--- src/rtl/snake_body_tracker.sv ---
// Snake state owner: head, heading, length and segment array; moves one cell per tick
// and flags apple eats (goodColl pulse) and deaths (sticky badColl).
module snake_body_tracker #(
  parameter int unsigned MAX_LEN   = 50,
  parameter int unsigned GRID_BITS = 4,
  parameter int unsigned INIT_LEN  = 3,
  parameter bit          WALL_WRAP = 1'b0
) (
  input  logic                              clk,
  input  logic                              reset,
  input  logic                              start,
  input  logic                              tick,
  input  logic [1:0]                        dir,
  input  logic [2*GRID_BITS-1:0]            apple_cord,
  output logic [2*GRID_BITS-1:0]            body [MAX_LEN],
  output logic [$clog2(MAX_LEN+1)-1:0]      length,
  output logic [2*GRID_BITS-1:0]            head,
  output logic                              goodColl,
  output logic                              badColl
);

  localparam int unsigned CW = 2 * GRID_BITS;
  localparam int unsigned LW = $clog2(MAX_LEN + 1);

  typedef enum logic [1:0] {IDLE, RUN, DEAD} state_t;

  state_t          state, state_nx;
  logic [1:0]      heading;
  logic [1:0]      mv_dir;
  logic            move, grow, off_grid, self_hit, fatal, legal;
  logic [GRID_BITS-1:0] cx, cy, nx, ny;
  logic [CW-1:0]   nh;
  logic [LW-1:0]   len_nx;
  logic [CW-1:0]   body_nx [MAX_LEN];

  assign head = body[0];

  // Next-state, move evaluation and next body image
  always_comb begin
    state_nx = state;
    move     = (state == RUN) && tick;
    // The exact reverse of the current heading flips only the low bit
    mv_dir   = (dir == {heading[1], ~heading[0]}) ? heading : dir;
    cx       = body[0][CW-1:GRID_BITS];
    cy       = body[0][GRID_BITS-1:0];
    nx       = cx;
    ny       = cy;
    off_grid = 1'b0;
    case (mv_dir)
      2'b00: begin ny = cy - GRID_BITS'(1); off_grid = (cy == '0); end
      2'b01: begin ny = cy + GRID_BITS'(1); off_grid = (cy == '1); end
      2'b10: begin nx = cx - GRID_BITS'(1); off_grid = (cx == '0); end
      default: begin nx = cx + GRID_BITS'(1); off_grid = (cx == '1); end
    endcase
    nh   = {nx, ny};
    grow = (nh == apple_cord);

    // Tail slot counts as occupied only when the snake is growing
    self_hit = 1'b0;
    for (int i = 0; i < int'(MAX_LEN); i++) begin
      if ((body[i] == nh) &&
          ((LW'(i) < length - LW'(1)) || (grow && (LW'(i) == length - LW'(1)))))
        self_hit = 1'b1;
    end

    fatal  = move && ((off_grid && !WALL_WRAP) || self_hit);
    legal  = move && !fatal;
    len_nx = (grow && (length < LW'(MAX_LEN))) ? length + LW'(1) : length;

    body_nx = body;
    if (legal) begin
      body_nx[0] = nh;
      for (int i = 1; i < int'(MAX_LEN); i++)
        body_nx[i] = (LW'(i) < len_nx) ? body[i-1] : body[len_nx - LW'(2)];
    end

    case (state)
      IDLE:    if (start) state_nx = RUN;
      RUN:     if (fatal) state_nx = DEAD;
      default: state_nx = DEAD;
    endcase
  end

  // State and registered outputs
  always_ff @(posedge clk) begin
    if (!reset) begin
      state    <= IDLE;
      heading  <= 2'b11;
      length   <= LW'(INIT_LEN);
      goodColl <= 1'b0;
      badColl  <= 1'b0;
      for (int i = 0; i < int'(MAX_LEN); i++)
        body[i] <= {GRID_BITS'(5 - ((i < int'(INIT_LEN)) ? i : int'(INIT_LEN) - 1)),
                    GRID_BITS'(5)};
    end else begin
      state    <= state_nx;
      goodColl <= legal && grow;
      badColl  <= badColl | fatal;
      if (legal) begin
        heading <= mv_dir;
        length  <= len_nx;
        body    <= body_nx;
      end
    end
  end

endmodule

--- config.mk ---
export PLATFORM = sky130hd
export DESIGN_NAME = snake_body_tracker
export DESIGN_NICKNAME = d
export VERILOG_FILES = /design/src/rtl/snake_body_tracker.sv
export SDC_FILE = /design/constraint.sdc
export NUM_CORES = 2
export LEC_CHECK = 0
export BUFFER_PORTS_ARGS = -buffer_cell sky130_fd_sc_hd__buf_2
export CORE_MARGIN = 2
export CORE_UTILIZATION = 35
export CTS_CLUSTER_SIZE = 14
export DETAILED_ROUTE_END_ITERATION = 10
export PLACE_DENSITY = 0.51
export RECOVER_POWER = 50
export SLEW_MARGIN = 0
export SYNTH_ARGS = -nofsm -noshare
export SYNTH_HDL_FRONTEND = slang
export SYNTH_SLANG_ARGS = --single-unit
--- constraint.sdc ---
create_clock -name clk -period 14.2 [get_ports clk]
set_input_delay 1.42 -clock clk [delete_from_list [all_inputs] [get_ports clk]]
set_output_delay 1.42 -clock clk [all_outputs]
set_load 0.01 [all_outputs]
* After elaboration in Yosys (flattened, before gate mapping)
Index checks and enable logic that the tools add are counted.
** Operators by class
- Add/sub/neg operators :: 7
- $lt $le $gt $ge :: 101
- Equal/unequal tests :: 108
- Muxes and demuxes :: 110
- Bitwise gates (word level) :: 3
- Reduce and logical (&&, ||, !) cells :: 164
** Operator list (count)
- equality test 8 bit :: 51
- two-way mux 8 bit :: 51
- less-than comparator 6 bit (first input constant) :: 36
- less-than comparator 5 x 6 -> 1 bit (first input constant) :: 32
- equality test 6 bit (first input constant) :: 18
- logical AND 1 bit :: 105
- equality test 5 x 6 -> 1 bit (first input constant) :: 16
- less-than comparator 4 x 6 -> 1 bit (first input constant) :: 16
- logical OR 1 bit :: 51
- two-way mux 1 bit :: 50
- binary-select mux 8 bit (select 6 bit) :: 1
- equality test 4 x 6 -> 1 bit (first input constant) :: 8
- less-than comparator 3 x 6 -> 1 bit (first input constant) :: 8
- equality test 3 x 6 -> 1 bit (first input constant) :: 4
- less-than comparator 2 x 6 -> 1 bit (first input constant) :: 4
- less-than comparator 1 x 6 -> 1 bit (first input constant) :: 3
- one-hot mux 4 bit (2 select lines) :: 2
- equality test 2 x 6 -> 1 bit (first input constant) :: 2
- adder 4 x 1 -> 4 bit (second input constant) :: 2
- equality test 4 bit (second input constant) :: 2
- zero test 4 bit :: 2
- subtractor 4 x 1 -> 4 bit (second input constant) :: 2
- greater-or-equal comparator 7 bit (second input constant) :: 1
- inverter 6 -> 7 bit :: 1
- other kinds (20) :: 25
** Word-level totals
- Register bits :: 412
- Bits of input ports :: 14
- Output and inout port bits :: 416
- Word-level logic and storage cells :: 548

* Depth between registers and ports, before layout
- Depth after elaboration :: 65
- Depth in mapped cells :: 37
- Mapped depth without buffers :: 24

* Worst setup path before layout
OpenSTA, ideal clock, no wires.
- Path type :: input to register
- Start point :: in dir[1]
- End point :: reg body[315] in the netlist's numbering
- Setup time :: 0.122 ns
- Arrival :: 8.203 ns
- Required time :: 14.078 ns
- Slack :: 5.876 ns
- Cell stages on the path :: 36
- Buffers on the path :: 16
- Cell sequence :: buf_6 buf_2 buf_2 buf_2 buf_2 buf_4 buf_2 buf_2 clkbuf_1 or2_2 inv_1 fa_1 buf_2 nor2b_1 clkbuf_1 o21ai_0 and3_1 nand3_2 nor3_4 mux2i_2 ha_1 inv_1 nor2_1 o2111ai_1 and2_1 buf_4 buf_4 buf_4 a21oi_1 o21ai_0 a311oi_2 buf_2 buf_2 nor2_1 o21ai_0 a21oi_1
** Between the ends
- Word-level cells in the longest chain between the ends :: 63
- Elaborated cells between the ends (all ways) :: 273
- Classes of those cells :: add/sub: 1; order compare: 1; eq/ne: 54; mux: 59; bitwise: 1; reduce/logical: 157
** RTL lines
- start: declaration :: RTL line 13 : input logic [1:0] dir,
- equality test 2 bit :: RTL line 43 : mv_dir = (dir == {heading[1], ~heading[0]}) ? heading : dir;
- two-way mux 2 bit * :: RTL line 43
- equality test 2 x 1 -> 1 bit / zero test 2 bit (equally long branches) :: RTL line 49 : case (mv_dir)
- OR reduction 2 bit (no source line)
- one-hot mux 4 bit (2 select lines) :: RTL line 49
- equality test 8 bit :: RTL line 56 : grow = (nh == apple_cord);
- logical AND 1 bit :: RTL line 62 : ((LW'(i) < length - LW'(1)) || (grow && (LW'(i) == length - LW'(1)))))
- logical OR 1 bit :: RTL line 62
- logical AND 1 bit :: RTL line 61 : if ((body[i] == nh) &&
- two-way mux 1 bit (50 in a row) :: RTL line 61
- logical OR 1 bit :: RTL line 66 : fatal = move && ((off_grid && !WALL_WRAP) || self_hit);
- logical AND 1 bit :: RTL line 66
- zero test 1 bit :: RTL line 67 : legal = move && !fatal;
- logical AND 1 bit :: RTL line 67
- end signal: indexed assignment :: RTL line 93 : body[i] <= {GRID_BITS'(5 - ((i < int'(INIT_LEN)) ? i : int'(INIT_LEN) - 1)),
- end signal: assignment :: RTL line 102 : body <= body_nx;
- end: declaration :: RTL line 15 : output logic [2*GRID_BITS-1:0] body [MAX_LEN],
Every way passes the cells marked *; elsewhere a longest branch is shown, timed or not. The select of a mux whose other input is x is not followed.
A chain may end at the register's enable or synchronous reset.

* Worst setup path after layout
- Start point :: reg length[1]
- End point :: reg body[385] in the netlist's numbering
** Between the ends
- Word-level cells in the longest chain between the ends :: 59
- Elaborated cells between the ends (all ways) :: 316
- Classes of those cells :: add/sub: 3; order compare: 52; eq/ne: 49; mux: 55; bitwise: 1; reduce/logical: 156
** RTL lines
- start: declaration :: RTL line 16 : output logic [$clog2(MAX_LEN+1)-1:0] length,
- start signal: assignment :: RTL line 89 : length <= LW'(INIT_LEN);
- start signal: assignment :: RTL line 101 : length <= len_nx;
- branches (longest 59 deep; another with subtractor 6 x 1 -> 6 bit)
Several ways; the timed one is not identified. The select of a mux whose other input is x is not followed.

==> metrics.md <==
| Metric | Value |
|---|---|
| Outcome | finished with violations |
| Violated checks | capacitance limit, slew limit |
| Area occupied by registers | 0.00826 mm^2 |
| Period Utilization, post-route | 0.729 |
| Maximum number of pins on one net before global-route repair | 141 |
| Max stage delay cell, worst path | sky130_fd_sc_hd__clkbuf_1 |
| Crit path top cell by count | sky130_fd_sc_hd__buf_4 |
| Multi-input logic area | 0.0224 mm^2 |
| Crit path buf inv count | 7 |
| Peak fanout along the critical path | 140 |
| Non-Filler Instances | 5,534 |
| Count of filler cells inserted in the layout | 9,680 |
| Clock Tree Buf Depth | 3 |
| Max transition margin | -1.42 |
| Floorplan row count | 111 |
| Top area cells in the synthesized netlist | sky130_fd_sc_hd__dfxtp_1, sky130_fd_sc_hd__xnor2_1, sky130_fd_sc_hd__nand2_1 |
| Cells along the critical path | clkbuf_1 > inv_1 > ha_1 > buf_4 > nor3b_1 > xnor2_1 > buf_4 > nand3_1 > nand4_1 > nor4_1 > a31o_2 > nor4_1 > nand4_1 > nor4_4 > buf_4 > nand2_4 > buf_12 > buf_4 > a211oi_1 > nor3_1 |
| Insertion delay to the later sink of the worst-skew pair | 0.67 ns |
| Layout overhead on the synthesized area | 13.3% |
| Path type of the worst setup path | reg -> reg |
| Worst hold margin | 0.464 ns |
| Top cells by instance count after synthesis | sky130_fd_sc_hd__nand2_1, sky130_fd_sc_hd__dfxtp_1, sky130_fd_sc_hd__o21ai_0 |
| Share of async-settable or async-resettable flops after synthesis | 0 |
| Wire length after detailed routing | 208,000 um |
| Ys Warns | 0 |
| Top FF cell, synth | sky130_fd_sc_hd__dfxtp_1 |
| Avg WL per Cell | 37.5 um |
| Via density per instance | 6.80 |
| Fraction of layout cells with a size suffix above 1 | 0.100 |
| Number of placed instances with taps included | 5,436 |
| RePlAce Congestion | 1.08 |
| Total negative slack | 0 ns |
| Synthesized instance count | 4,031 |
| Number of global-route vias before repair | 33.3k |
| Height of the die | 309 um |
| Clock net sink count | 412 |
| Antenna violations before repair | 14 |
| Class of the tightest hold or removal check | reg -> reg |
| Final-report setup violation count | 0 |
| DR vias | 37.6k |
| Worst endpoint data arrival time | 10.94 ns |
| Routed Antenna Nets | 0 |
| Number of synthesized flops with an enable pin | 0 |
| Transition at the pin with the smallest max-transition slack | 3.64 ns |
| Crit path largest cell delay | 2.55 ns |
| CTS tree | yes |
| Biggest area consumer among synthesized cells | sky130_fd_sc_hd__dfxtp_1 |
| Overflow left after global routing | 0 |
| Number of iterations in the first detailed-routing pass | 6 |
| Clock period minus worst slack | 10.35 ns |
| Final #Nets | 4,274 |
| Number of instances resized during post-cts repair | 0 |
| Nets in the synthesized netlist | 4,058 |
| Area post-placement | 0.0355 mm^2 |
| Hpwl dp | 150,000 um |
| IO buf count | 429 |
| Clock root buffer | sky130_fd_sc_hd__clkbuf_16 |
| Unique cell type count in the Yosys netlist | 107 |
| Post-synthesis sequential area ratio | 0.254 |
| H-tree Lvls | 2 |
| Endpoint required time on the critical path | 14.79 ns |
| Leakage power | 13.8 nW |
| Post-synthesis area per instance | 8.05 um^2 |
| Initial core utilization | 0.354 |
| Type of destination of the critical path | flip-flop |
| Final setup slack of the worst path | 3.85 ns |
| Final cell area excluding filler cells | 0.0368 mm^2 |
| Number of buffers inserted by hold repair at cts | 0 |
| Final Power | 4.77 mW |
| Overall die area | 0.0952 mm^2 |
| Max-Cap Viols | 11 |
| Cell with the most instances after synthesis | sky130_fd_sc_hd__nand2_1 |
| Number of top-level pins | 430 |
| Post-Synthesis Cell Area | 0.0325 mm^2 |
| Top-area cell type share of the netlist area | 0.254 |
| Number of register bits inferred by synthesis | 412 |
| CTS Buf Count | 52 |
| Fin util | 0.401 |
| DR DRC count | 0 |
| Highest attainable clock frequency | 0.0966 GHz |
| Worst IR Drop VDD | 81.2 uV |
| Wire length of the first global-routing pass | 282,000 um |
| Critical path's top delay family | buffers and inverters |
| CORE AREA | 0.0918 mm^2 |
| Worst Skew | 0.0402 ns |
| Chip Width | 309 um |
| GRT Util Overall | 0.418 |
| Number of DRC markers after the initial detailed-route iteration | 6,330 |
| Setup fix buffers added after clock tree synthesis | 0 |
| Unrepaired setup endpoints after global routing | false |
| Startpoint types | flip-flop |
| Pins Over Slew Limit | 310 |
| Post-CTS clock slew at the launch and capture registers of the worst setup and hold paths | 0.07 ns |
| Count of endpoints failing hold in the final timing report | 0 |
| Pre-CTS setup slack | 4.10 ns |
| Power density over cell area | 130 mW/mm^2 |
where the power goes:
group | internal (mW) | leakage, nW | total [mW] | switching, mW
registers | 1.26 | 3.37 | 1.52 | 0.269
clock network | 0.823 | 0.879 | 1.43 | 0.609
logic | 0.647 | 9.53 | 1.82 | 1.17
total | 2.72 | 13.8 | 4.77 | 2.05
metal layers:
metal,share of wire,up-vias,track usage
met4,0.063,8,0.210
met5,0.00022,-,0
met3,0.13,552,0.120
li1,-,15500,-
met1,0.40,18600,0.569
met2,0.41,2932,0.600
cell type report:
cell class,instances,share of cell area
Inverter,33,0.00337
Clock buffer,74,0.0415
Timing Repair Buffer,571,0.0731
Antenna cell,4,0.000272
Clock inverter,20,0.00684
Multi-Input combinational cell,3177,0.608
Tap cell,1243,0.0423
Sequential cell,412,0.225
layout by cell type (no fill, tap or decap), types with 74 or more instances in the layout:
master	instances
sky130_fd_sc_hd__a21oi_1	191
sky130_fd_sc_hd__buf_4	130
sky130_fd_sc_hd__clkbuf_1	423
sky130_fd_sc_hd__dfxtp_1	405
sky130_fd_sc_hd__mux2i_1	115
sky130_fd_sc_hd__mux4_2	75
sky130_fd_sc_hd__nand2_1	467
sky130_fd_sc_hd__nand3_1	146
sky130_fd_sc_hd__nor2_1	237
sky130_fd_sc_hd__nor3_1	117
sky130_fd_sc_hd__o211ai_1	126
sky130_fd_sc_hd__o21ai_0	294
sky130_fd_sc_hd__o21ai_1	74
sky130_fd_sc_hd__o22ai_1	122
sky130_fd_sc_hd__o32ai_1	87
sky130_fd_sc_hd__xnor2_1	232
sky130_fd_sc_hd__xor2_1	172
path summary, 6_finish.rpt:
path	start	cells after the start	end	slack [ns]
setup / recovery	length[1]	20	body[385]	3.85
hold / removal	badColl	1	badColl	0.46
setup reg to reg	length[1]	20	body[385]	3.85
hold reg to reg	badColl	1	badColl	0.46
sequential cells by signal, indices dropped and copies added, names as in the netlist:
register,flops
state,2
heading,2
badColl,1
goodColl,1
body,392
length,6
head,8
kinds of logic (layout without fill, tap and decap cells):
kind of cell,Yosys count,count (layout),synth area share
AOI/OAI and AO/OA,1245,1245,0.255
xor gates and xnor gates,456,456,0.144
adders and majority gates,13,13,0.00547
buffers and inverters,442,698,0.0634
DFF,412,412,0.254
muxes,205,205,0.0938
other,0,4,0
and+or+nand+nor,1258,1258,0.185
Note: power is estimated with default switching activity, not from simulation.
